### src/rtl/propagate_assignment_pkg.sv
// Shared CNF types, constants and FSM state enum for the multi-literal propagator.
// Used by propagate_assignment and propagate_assignment_lit_match.
package propagate_assignment_pkg;

  localparam int width_num         = 4;
  localparam int width_litarray    = 2;
  localparam int width_clausearray = 2;
  localparam int max_lits          = 2 ** width_litarray;
  localparam int max_clauses       = 2 ** width_clausearray;
  localparam int default_num_assign = 4;

  // num == 0 marks an unused literal / assignment slot
  typedef struct packed {
    logic [width_num-1:0] num;
    logic                 val;
  } lit;

  typedef struct packed {
    lit [max_lits-1:0]       lits;
    logic [width_litarray:0] len;
  } clause;

  typedef struct packed {
    clause [max_clauses-1:0]    clauses;
    logic [width_clausearray:0] len;
  } formula;

  localparam lit     zero_lit     = '0;
  localparam clause  zero_clause  = '0;
  localparam formula zero_formula = '0;

  typedef enum logic [2:0] {
    ST_IDLE,
    ST_LOAD,
    ST_CLAUSE_BEGIN,
    ST_SCAN,
    ST_CLAUSE_END,
    ST_FINISH
  } pa_state_e;

endpackage

### src/rtl/propagate_assignment_lit_match.sv
// Combinational match of one literal against every valid assignment slot.
// sat_hit: same num and val in some slot; neg_hit: same num, opposite val.
module propagate_assignment_lit_match
  import propagate_assignment_pkg::*;
#(
  parameter int NUM_ASSIGN = default_num_assign
) (
  input  lit                  lit_i,
  input  lit [NUM_ASSIGN-1:0] slots_i,
  output logic                sat_hit,
  output logic                neg_hit
);

  always_comb begin
    sat_hit = 1'b0;
    neg_hit = 1'b0;
    for (int k = 0; k < NUM_ASSIGN; k++) begin
      if ((slots_i[k].num != '0) && (slots_i[k].num == lit_i.num)) begin
        if (slots_i[k].val == lit_i.val) sat_hit = 1'b1;
        else                             neg_hit = 1'b1;
      end
    end
  end

endmodule

### src/rtl/propagate_assignment.sv
// Applies up to NUM_ASSIGN literal assignments to a CNF formula in one pass.
// Optional unit-clause detection is built when PROPAGATE_UNIT_DETECT_EN is defined.
//   state        | meaning
//   IDLE         | waiting for find (ignored while ended is high)
//   LOAD         | pairwise check of assignment slots for conflicts
//   CLAUSE_BEGIN | select clause i or finish
//   SCAN         | one literal of clause i per cycle
//   CLAUSE_END   | store surviving clause or abort on empty clause
//   FINISH       | publish result, pulse ended next cycle
module propagate_assignment
  import propagate_assignment_pkg::*;
#(
  parameter int NUM_ASSIGN = default_num_assign
) (
  input  logic                clock,
  input  logic                reset,
  input  logic                find,
  input  lit [NUM_ASSIGN-1:0] in_lits,
  input  formula              in_formula,
  output logic                ended,
  output logic                empty_clause,
  output logic                empty_formula,
  output logic                assign_conflict,
  output logic                unit_found,
  output lit                  unit_lit,
  output formula              out_formula
);

  pa_state_e                  state_q, state_d;
  formula                     form_q, form_d;
  lit [NUM_ASSIGN-1:0]        lits_q, lits_d;
  formula                     work_q, work_d;
  clause                      tmp_q, tmp_d;
  logic [width_clausearray:0] i_q, i_d;
  logic [width_litarray:0]    j_q, j_d;
  logic                       ended_q, ended_d;
  logic                       empty_clause_q, empty_clause_d;
  logic                       empty_formula_q, empty_formula_d;
  logic                       conflict_q, conflict_d;
  formula                     out_formula_q, out_formula_d;
`ifdef PROPAGATE_UNIT_DETECT_EN
  logic                       unit_found_q, unit_found_d;
  lit                         unit_lit_q, unit_lit_d;
`endif

  clause cur_clause;
  lit    cur_lit;
  logic  scan_sat, scan_neg;
  logic  pair_conflict;
  logic [NUM_ASSIGN-1:0] pair_neg;
  logic [NUM_ASSIGN-1:0] pair_sat_unused;

  assign cur_clause = form_q.clauses[i_q[width_clausearray-1:0]];
  assign cur_lit    = cur_clause.lits[j_q[width_litarray-1:0]];

  propagate_assignment_lit_match #(.NUM_ASSIGN(NUM_ASSIGN)) u_scan (
    .lit_i   (cur_lit),
    .slots_i (lits_q),
    .sat_hit (scan_sat),
    .neg_hit (scan_neg)
  );

  // each slot against all slots; a slot never conflicts with itself
  for (genvar g = 0; g < NUM_ASSIGN; g++) begin : g_pair
    propagate_assignment_lit_match #(.NUM_ASSIGN(NUM_ASSIGN)) u_pair (
      .lit_i   (lits_q[g]),
      .slots_i (lits_q),
      .sat_hit (pair_sat_unused[g]),
      .neg_hit (pair_neg[g])
    );
  end

  assign pair_conflict = |pair_neg;

  always_comb begin
    state_d         = state_q;
    form_d          = form_q;
    lits_d          = lits_q;
    work_d          = work_q;
    tmp_d           = tmp_q;
    i_d             = i_q;
    j_d             = j_q;
    ended_d         = 1'b0;
    empty_clause_d  = empty_clause_q;
    empty_formula_d = empty_formula_q;
    conflict_d      = conflict_q;
    out_formula_d   = out_formula_q;
`ifdef PROPAGATE_UNIT_DETECT_EN
    unit_found_d    = unit_found_q;
    unit_lit_d      = unit_lit_q;
`endif

    unique case (state_q)
      ST_IDLE: begin
        if (find && !ended_q) begin
          form_d          = in_formula;
          lits_d          = in_lits;
          work_d          = zero_formula;
          i_d             = '0;
          empty_clause_d  = 1'b0;
          empty_formula_d = 1'b0;
          conflict_d      = 1'b0;
`ifdef PROPAGATE_UNIT_DETECT_EN
          unit_found_d    = 1'b0;
          unit_lit_d      = zero_lit;
`endif
          state_d         = ST_LOAD;
        end
      end

      ST_LOAD: begin
        if (pair_conflict) begin
          conflict_d     = 1'b1;
          empty_clause_d = 1'b1;
          state_d        = ST_FINISH;
        end else begin
          state_d = ST_CLAUSE_BEGIN;
        end
      end

      ST_CLAUSE_BEGIN: begin
        if (i_q >= form_q.len) begin
          state_d = ST_FINISH;
        end else begin
          tmp_d   = zero_clause;
          j_d     = '0;
          state_d = (cur_clause.len == '0) ? ST_CLAUSE_END : ST_SCAN;
        end
      end

      ST_SCAN: begin
        if ((cur_lit.num != '0) && scan_sat) begin
          i_d     = i_q + 1'b1;
          state_d = ST_CLAUSE_BEGIN;
        end else begin
          if ((cur_lit.num != '0) && !scan_neg) begin
            tmp_d.lits[tmp_q.len[width_litarray-1:0]] = cur_lit;
            tmp_d.len = tmp_q.len + 1'b1;
          end
          j_d = j_q + 1'b1;
          if ((j_q + 1'b1) >= cur_clause.len) state_d = ST_CLAUSE_END;
        end
      end

      ST_CLAUSE_END: begin
        if (tmp_q.len == '0) begin
          empty_clause_d = 1'b1;
          state_d        = ST_FINISH;
        end else begin
          work_d.clauses[work_q.len[width_clausearray-1:0]] = tmp_q;
          work_d.len = work_q.len + 1'b1;
          i_d        = i_q + 1'b1;
`ifdef PROPAGATE_UNIT_DETECT_EN
          if (!unit_found_q && (tmp_q.len == 1)) begin
            unit_found_d = 1'b1;
            unit_lit_d   = tmp_q.lits[0];
          end
`endif
          state_d = ST_CLAUSE_BEGIN;
        end
      end

      ST_FINISH: begin
        ended_d         = 1'b1;
        out_formula_d   = work_q;
        empty_formula_d = (work_q.len == '0) && !empty_clause_q;
        state_d         = ST_IDLE;
      end

      default: state_d = ST_IDLE;
    endcase
  end

  always_ff @(posedge clock) begin
    if (reset) begin
      state_q         <= ST_IDLE;
      form_q          <= zero_formula;
      lits_q          <= '0;
      work_q          <= zero_formula;
      tmp_q           <= zero_clause;
      i_q             <= '0;
      j_q             <= '0;
      ended_q         <= 1'b0;
      empty_clause_q  <= 1'b0;
      empty_formula_q <= 1'b0;
      conflict_q      <= 1'b0;
      out_formula_q   <= zero_formula;
`ifdef PROPAGATE_UNIT_DETECT_EN
      unit_found_q    <= 1'b0;
      unit_lit_q      <= zero_lit;
`endif
    end else begin
      state_q         <= state_d;
      form_q          <= form_d;
      lits_q          <= lits_d;
      work_q          <= work_d;
      tmp_q           <= tmp_d;
      i_q             <= i_d;
      j_q             <= j_d;
      ended_q         <= ended_d;
      empty_clause_q  <= empty_clause_d;
      empty_formula_q <= empty_formula_d;
      conflict_q      <= conflict_d;
      out_formula_q   <= out_formula_d;
`ifdef PROPAGATE_UNIT_DETECT_EN
      unit_found_q    <= unit_found_d;
      unit_lit_q      <= unit_lit_d;
`endif
    end
  end

  assign ended           = ended_q;
  assign empty_clause    = empty_clause_q;
  assign empty_formula   = empty_formula_q;
  assign assign_conflict = conflict_q;
  assign out_formula     = out_formula_q;
`ifdef PROPAGATE_UNIT_DETECT_EN
  assign unit_found      = unit_found_q;
  assign unit_lit        = unit_lit_q;
`else
  assign unit_found      = 1'b0;
  assign unit_lit        = zero_lit;
`endif

endmodule
### config.mk
export PLATFORM = sky130hd
export DESIGN_NAME = propagate_assignment
export DESIGN_NICKNAME = d
export VERILOG_FILES = /design/src/rtl/propagate_assignment_pkg.sv /design/src/rtl/propagate_assignment_lit_match.sv /design/src/rtl/propagate_assignment.sv
export SDC_FILE = /design/constraint.sdc
export NUM_CORES = 1
export LEC_CHECK = 0
export BUFFER_PORTS_ARGS = -buffer_cell sky130_fd_sc_hd__buf_4
export CELL_PAD_IN_SITES_DETAIL_PLACEMENT = 1
export CELL_PAD_IN_SITES_GLOBAL_PLACEMENT = 2
export CORE_ASPECT_RATIO = 0.9
export CORE_MARGIN = 10
export CORE_UTILIZATION = 30
export DETAILED_ROUTE_END_ITERATION = 12
export PLACE_DENSITY_LB_ADDON = 0.1
export SKIP_LAST_GASP = 1
export SYNTH_ARGS = -nofsm -noshare
export SYNTH_HDL_FRONTEND = slang
export SYNTH_HIERARCHICAL = 1
export SYNTH_SLANG_ARGS = --single-unit
### constraint.sdc
create_clock -name clock -period 5.9 [get_ports clock]
set_clock_uncertainty 0.15 [all_clocks]
set_input_delay 0.885 -clock clock [delete_from_list [all_inputs] [get_ports clock]]
set_output_delay 0.885 -clock clock [all_outputs]
set_load 0.005 [all_outputs]
# --- After elaboration in Yosys (flattened, before gate mapping) ---
# Index checks and enable logic that the tools add are counted.
# W data, S select, Z words.
word_totals:
  regBits: 341
  latch_bits: 0
  ramBits: 0
  mem_bits_ro: 0
  out_inout_bits: 105
  n_memories: 0
op_classes:
  n_addsub: 4
  n_mul: 0
  div_mod_pow: 0
  order_cmp: 8
  eq_ne: 46
  shift: 0
  n_mux: 79
  bitwise_logic: 0
  n_reduce_logical: 50
ops:
  columns: ["operator", "count"]
  rows:
  - ["$mux W95", 2]
  - ["$pmux W95 S2", 1]
  - ["$mux W23", 5]
  - ["$bwmux W92", 1]
  - ["$eq A4 B4 Y1", 16]
  - ["$bmux W23 S2", 1]
  - ["$demux W23 S2", 1]
  - ["$pmux W23 S2", 1]
  - ["$mux W1", 44]
  - ["$mux W3", 12]
  - ["$logic_and A1 B1 Y1", 22]
  - ["$bwmux W20", 1]
  - ["$reduce_bool A4 Y1", 5]
  - ["$eq A1 B1 Y1", 16]
  - ["$ne A2 B2 Y1 const B", 8]
  - ["$pmux W3 S5", 1]
  - ["$add A3 B1 Y3 const B", 4]
  - ["$logic_not A3 Y1", 4]
  - ["$lt A2 B3 Y1 const B", 4]
  - ["$reduce_and A4 Y1", 3]
  - ["$bmux W5 S2", 1]
  - ["$demux W5 S2", 1]
  - ["$mux W5", 2]
  - ["$pmux W3 S3", 1]
  - ["other kinds (15)", 30]

# --- Logic depth before layout (Yosys ltp) ---
# Gate-level depths: netlist of the first run.
logic_depth:
  word_depth: 18
  depth_mapped: 19
  depth_no_buf: 14

# --- Cells and area by module ---
# The synthesis of the first run kept the hierarchy.
modules_own_cells:
  columns: ["module", "n_inst", "cells_per_inst", "area_per_inst_um2", "seq_area_each_um2"]
  rows:
  - ["propagate_assignment", 1, 1501, 13018.7, 6826.5]
  - ["propagate_assignment_lit_match", 5, 40, 310.3, 0.0]

# --- Least setup slack after synthesis of the first run ---
# No wires, ideal clock.
synth_path:
  kind: "reg-to-reg"
  startpoint: "register i_q[0]"
  endpoint: "register tmp_q[3] in the netlist's numbering"
  setup_time_ns: 0.117
  arrival_time_ns: 3.793
  path_slack_ns: 1.841
  stages_incl_launch_ff: 19
  path_buffers: 4
  synth_period_minus_slack_ns: 4.059
  path_cell_list: "dfxtp_1 -> buf_6 -> buf_12 -> mux4_2 -> nand2_1 -> and4_2 -> inv_1 -> buf_6 -> nor4_4 -> nor2_1 -> nand4_2 -> o22ai_1 -> a221oi_1 -> mux2i_1 -> or3_1 -> a41oi_1 -> buf_4 -> o32ai_4 -> a22o_1"
synth_rtl:
  columns: ["element", "line", "rtl"]
  rows:
  - ["start, declared", "propagate_assignment.sv:34", "logic [width_clausearray:0] i_q, i_d;"]
  - ["start signal, assigned", "propagate_assignment.sv:198", "i_q <= i_d;"]
  - ["end signal, assigned", "propagate_assignment.sv:180", "tmp_q <= zero_clause;"]
  - ["end signal, assigned", "propagate_assignment.sv:197", "tmp_q <= tmp_d;"]
  - ["end, declared", "propagate_assignment.sv:33", "clause tmp_q, tmp_d;"]

==> out/metrics.yaml, run 1 <==
power_and_ir_drop:
  power_density_nw_per_um2: 409
  p_leak_nw: 6.76
  ir_worst_vdd_mv: 0.291
global_routing:
  grt_max_degree: 110
  grt_pass1_wl_mm: 77.1
  grt_pass1_vias: 12900
  gr-usage-all-layers_pct: 16.8
  antenna_found_initial: 1
  overflow: 0
die:
  start_util_pct: 30.3
  rows: 76
  io_pins: 223
  die_height_um: 229
  die_x_um: 252
  die_area_um2: 57600
  fp.coreArea_um2: 47900
clock_network:
  cts_resized: 0
  htree_levels: 2
  path_clk_slew_ps: 60
  cts_buffers: 41
  insertion_delay_ps: 560
  clock-sinks: 341
  cts_tree: "built"
  root_buffer: "clkbuf_16"
  post_cts_buffers: 0
  ctsHoldBuffers: 0
  cts.path.max_buffers: 3
final_layout:
  final_common_cell: "nand2_1"
  final_layout_size_suffix_gt1_share_pct: 18.7
  layout_common_cells: "442 x nand2_1, 340 x dfxtp_1, 230 x buf_4"
  fin_nets: 1969
  syn_to_final_growth_pct: 22.9
timing:
  hold_viol: 0
  rsz0062_at_grt: "no"
  setup_viol: 0
  slew-limit-headroom_pct: 19.0
  hold_slack_ps: 301
  slew_viol_final: 0
  fmax_mhz: 205
  fin_crit_sh_pct: 82.9
  min_period_ps: 4890
  fin_setup_tns_ps: 0
  tightest_slew_ps: 1220
routing:
  drt_iter0_markers: 634
  wl_per_cell_um: 19.8
  vias_per_cell: 4.94
  ant_nets: 0
  drt_wl_total_mm: 49.3
  drc: 0
  vias: 12300
  drtPass1Iterations: 5
synthesis:
  synthCells: 1697
  avgSynthCellArea_um2: 8.56
  netlist_area_um2: 14500
  yosys_warnings: 6
worst_setup_path:
  endpoint_kind: "flip-flop"
  crit_fanout: 20
  crit_type: "reg2reg"
  cp-start-kind: "flip-flop"
  arrival_ps: 5240
  required_ps: 6250
placement:
  place_hpwl_mm: 33.2
  port_buffers: 216
  gp_congestion: 0.756
status:
  outcome: "finished clean"
hold_path:
  hold_path_class: "reg2reg"
run:
  drv_cap: 0
==> registers in the layout, indices dropped and copies added (netlist names), 3 cells and up <==
signal,cells
form_q,95
out_formula,95
work_q,95
tmp_q,23
lits_q,20
i_q,3
j_q,3
state_q,3
==> per-layer routing <==
| metal | vias up | share of wire [%] | track usage [%] |
|---|---|---|---|
| met2 | 202 | 44 | 26.1 |
| met3 | 58 | 5.1 | 4.13 |
| met4 | 0 | 1.5 | 3.71 |
| met5 | - | 0 | 0 |
| met1 | 6019 | 49 | 23.0 |
| li1 | 6031 | - | - |
==> worst paths after layout <==
check,startpoint,to,slack [ps],cells past startpoint
worst max-delay path,i_q[0]$_SDFFE_PP0P_,tmp_q[2]$_SDFFE_PP0P_,1010,16
worst min-delay path,work_q[81]$_SDFFE_PP0P_,out_formula[81]$_SDFFE_PP0P_,300,2
worst max register to register,i_q[0]$_SDFFE_PP0P_,tmp_q[2]$_SDFFE_PP0P_,1010,16
worst min register to register,work_q[81]$_SDFFE_PP0P_,out_formula[81]$_SDFFE_PP0P_,300,2
==> worst max-delay path, stage by stage, from the launching register on <==
cell and delay, ps:
dfxtp_2 720, mux4_1 630, nand3_1 90, and4_1 370
inv_1 270, nor4_4 250, nor2_1 100, nand4_2 90
o22ai_1 80, a221oi_1 310, mux2i_1 130, buf_4 180
or3_1 360, a41oi_1 170, buf_4 260, and2_0 380
o221a_2 240
==> where the power goes <==
group | total [mW] | switching [mW] | internal, mW
logic | 1.82 | 1.13 | 0.689
clock network | 2.67 | 1.03 | 1.64
registers | 2.81 | 0.303 | 2.50
==> per-stage QoR <==
step | util, % | cells | area [µm²] | power (mW) | setup WS [ps]
CTS | 37.3 | 2492 | 17900 | 7.42 | 941
finish | 37.3 | 2494 | 17900 | 7.30 | 1010
floorplan | - | 1702 | 14500 | 4.12 | 1840
global placement | 34.3 | 2416 | 16400 | 4.68 | 1160
detailed placement | 34.3 | 2416 | 16400 | 4.72 | 988
global route | 37.3 | 2492 | 17900 | 7.74 | 604
==> layout make-up <==
cell class	count	area (µm²)
Multi-Input combinational cell	1181	6920
Antenna cell	2	5.00
Clock inverter	14	186
Tap cell	624	781
Inverter	39	149
Sequential cell	341	6830
Timing Repair Buffer	231	1740
Fill cell	5607	30100
Clock buffer	62	1250
Power figures use the tool's default switching activity.
==> run 2, diff against run 1 <==
--- a/config.mk
+++ b/config.mk
@@ -5,12 +5,13 @@
 export SDC_FILE = /design/constraint.sdc
 export NUM_CORES = 1
 export LEC_CHECK = 0
+export ABC_AREA = 1
 export BUFFER_PORTS_ARGS = -buffer_cell sky130_fd_sc_hd__buf_4
 export CELL_PAD_IN_SITES_DETAIL_PLACEMENT = 1
 export CELL_PAD_IN_SITES_GLOBAL_PLACEMENT = 2
 export CORE_ASPECT_RATIO = 0.9
 export CORE_MARGIN = 10
-export CORE_UTILIZATION = 30
+export CORE_UTILIZATION = 28
 export DETAILED_ROUTE_END_ITERATION = 12
 export PLACE_DENSITY_LB_ADDON = 0.1
 export SKIP_LAST_GASP = 1
==> constraint.sdc (replaced) <==
create_clock -name clock -period 4.3 [get_ports clock]
set_clock_uncertainty 0.15 [all_clocks]
set_input_delay 0.645 -clock clock [delete_from_list [all_inputs] [get_ports clock]]
set_output_delay 0.645 -clock clock [all_outputs]
set_load 0.005 [all_outputs]
==> run 2 against run 1 <==
- area after synthesis grew 5.7%
- flip-flop and latch count is the same
- global-route usage shrank 0.17 points
- wire length grew 11%
- non-clock buffer count grew 2
- register-to-register slack lost 210 ps
- hold slack lost 97 ps
==> out/metrics.yaml, run 2 <==
routing:
  drt_wl_total_mm: 54.6  # +11%
  wl_per_cell_um: 17.4  # -12%
  vias: 14500  # +18%
  vias_per_cell: 4.63  # -6.3%
  drt_iter0_markers: 613  # -3.3%
  ant_nets: 0  # unchanged
  drtPass1Iterations: 4  # -1
  drc: 0  # unchanged
worst_setup_path:
  cp-start-kind: "flip-flop"
  reg2reg_depth: 18  # +2
  reg2reg_to: "tmp_q[16]$_SDFFE_PP0P_"
  required_ps: 4620  # -1630 ps
  cp-startpoint: "i_q[0]$_SDFFE_PP0P_"
  r2r_start: "i_q[0]$_SDFFE_PP0P_"
  arrival_ps: 3820  # -1420 ps
  r2r_slack_ps: 800  # -210 ps
  crit_fanout: 34  # +70%
  endpoint_kind: "flip-flop"
  crit_type: "reg2reg"
timing:
  fin_setup_tns_ps: 0  # unchanged
  rsz0062_at_grt: "no"
  hold_slack_ps: 204  # -97.1 ps
  hold_viol: 0  # unchanged
  min_period_ps: 3500  # -1390 ps
  tightest_slew_ps: 1200  # -11.6 ps
  fmax_mhz: 286  # +40%
  slew_viol_final: 0  # unchanged
  setup_viol: 0  # unchanged
  fin_crit_sh_pct: 81.3  # -1.5 points
  slew-limit-headroom_pct: 19.8  # +0.77 points
hold_path:
  hold_end: "lits_q[16]$_SDFFE_PP0P_"
  hp-start: "in_lits[16]"
  min_delay_path_depth: 3  # +1
  hold_path_class: "in2reg"
clock_network:
  cts_tree: "built"
  htree_levels: 2  # unchanged
  ctsHoldBuffers: 0  # unchanged
  clock-sinks: 341  # unchanged
  post_cts_buffers: 0  # unchanged
  path_clk_slew_ps: 60  # about the same
  insertion_delay_ps: 550  # about the same
  cts_buffers: 39  # -4.9%
  cts.path.max_buffers: 3  # unchanged
  root_buffer: "clkbuf_16"
  cts_resized: 0  # unchanged
power_and_ir_drop:
  p_leak_nw: 8.30  # +23%
  switching_power_mw: 4.80  # +95%
  power_density_nw_per_um2: 644  # +58%
  cell_internal_pwr_mw: 7.34  # +52%
  seqPwrFrac_pct: 35.8  # -2.7 points
  clockPowerShare_pct: 29.6  # -7.0 points
  p_sw_share_pct: 39.5  # +5.8 points
  p_comb_share_pct: 34.7  # +9.7 points
  power.total_mw: 12.1  # +66%
  ir_worst_vdd_mv: 0.285  # -2.1%
final_layout:
  fin_nets: 2546  # +29%
  syn_to_final_growth_pct: 22.7
  antenna_cells: 0  # -2
  fin_area_um2: 18800  # +5.5%
  layout_common_cells: "514 x nand2_1, 417 x nor2_1, 340 x dfxtp_1"
  final_common_cell: "nand2_1"
  final_layout_size_suffix_gt1_share_pct: 14.6  # -4.1 points
die:
  die_x_um: 267  # +5.9%
  rows: 81  # +6.6%
  start_util_pct: 28.3  # -2.0 points
  io_pins: 223  # unchanged
  die_area_um2: 64600  # +12%
  fp.coreArea_um2: 54300  # +13%
  die_height_um: 242  # +5.9%
placement:
  place_hpwl_mm: 37.7  # +13%
  gp_congestion: 0.751  # -0.65%
  port_buffers: 216  # unchanged
  place_area_um2: 17500  # +6.4%
synthesis:
  netlist_area_um2: 15400  # +5.7%
  synthCells: 2260  # +33%
  yosys_warnings: 6  # unchanged
  avgSynthCellArea_um2: 6.80  # -21%
global_routing:
  grt_max_degree: 107  # -2.7%
  antenna_found_initial: 0  # -1
  overflow: 0  # unchanged
  grt_pass1_wl_mm: 86.5  # +12%
  gr-usage-all-layers_pct: 16.6  # -0.17 points
  grt_pass1_vias: 15100  # +17%
run:
  drv_cap: 0  # unchanged
status:
  outcome: "finished clean"
[run 2: worst max path at each step]
| stage | endpoint | cells past startpoint |
|---|---|---|
| after floorplan | tmp_q[2]$_SDFFE_PP0P_ | 22 |
| after global placement | tmp_q[5]$_SDFFE_PP0P_ | 18 |
| after detailed placement | tmp_q[16]$_SDFFE_PP0P_ | 18 |
| after CTS | tmp_q[16]$_SDFFE_PP0P_ | 18 |
| after global routing | tmp_q[16]$_SDFFE_PP0P_ | 18 |
| final | tmp_q[16]$_SDFFE_PP0P_ | 18 |
[run 2: critical path, cell delays in order (launching register included)]
cell,delay (ps)
dfxtp_2,600
inv_4,250
o21ai_0,240
o22ai_1,90
o211ai_1,180
nand2_1,300
xnor2_1,320
inv_1,60
nand4_1,90
nand2_1,60
inv_1,50
nand2_1,50
nor2_1,120
nand2_2,80
nand2_4,90
inv_2,60
nor2_8,300
nand3_1,140
a21oi_1,160
[run 2: final cells by class]
type                       instances  area [µm²]
clock buffer                      56        1160
clock inverter                    13         215
fill                            6772       35500
inverter                         221         835
multi-input combinational       1576        7160
sequential                       341        6830
tap                              705         882
timing repair buffer             233        1760
[run 2: per-layer routing]
metal	share of wire (%)	vias to the layer above	global-route usage, %
met2	47	161	27.6
li1	-	7428	-
met3	3.4	47	2.91
met4	1.3	0	3.47
met5	0	-	0
met1	48	6911	22.1
[run 2: stage by stage]
stage / util, % / instances / worst slack (ps)
2_1_floorplan: - / 2265 / 1440
3_3_place_gp: 32.2 / 3076 / 907
3_5_place_dp: 32.2 / 3076 / 820
4_1_cts: 34.7 / 3145 / 775
5_1_grt: 34.7 / 3145 / 424
6_report: 34.7 / 3145 / 802
[run 2: power by group through the flow]
| stage | clock (mW) | sequential, mW | combinational [mW] |
|---|---|---|---|
| 5_1_grt | 3.86 | 4.44 | 4.88 |
| 3_3_place_gp | 0 | 4.42 | 4.18 |
| 4_1_cts | 3.72 | 4.36 | 4.29 |
| 6_report | 3.59 | 4.34 | 4.21 |
| 3_5_place_dp | 0 | 4.43 | 4.27 |
| 2_1_floorplan | 0 | 4.14 | 3.06 |
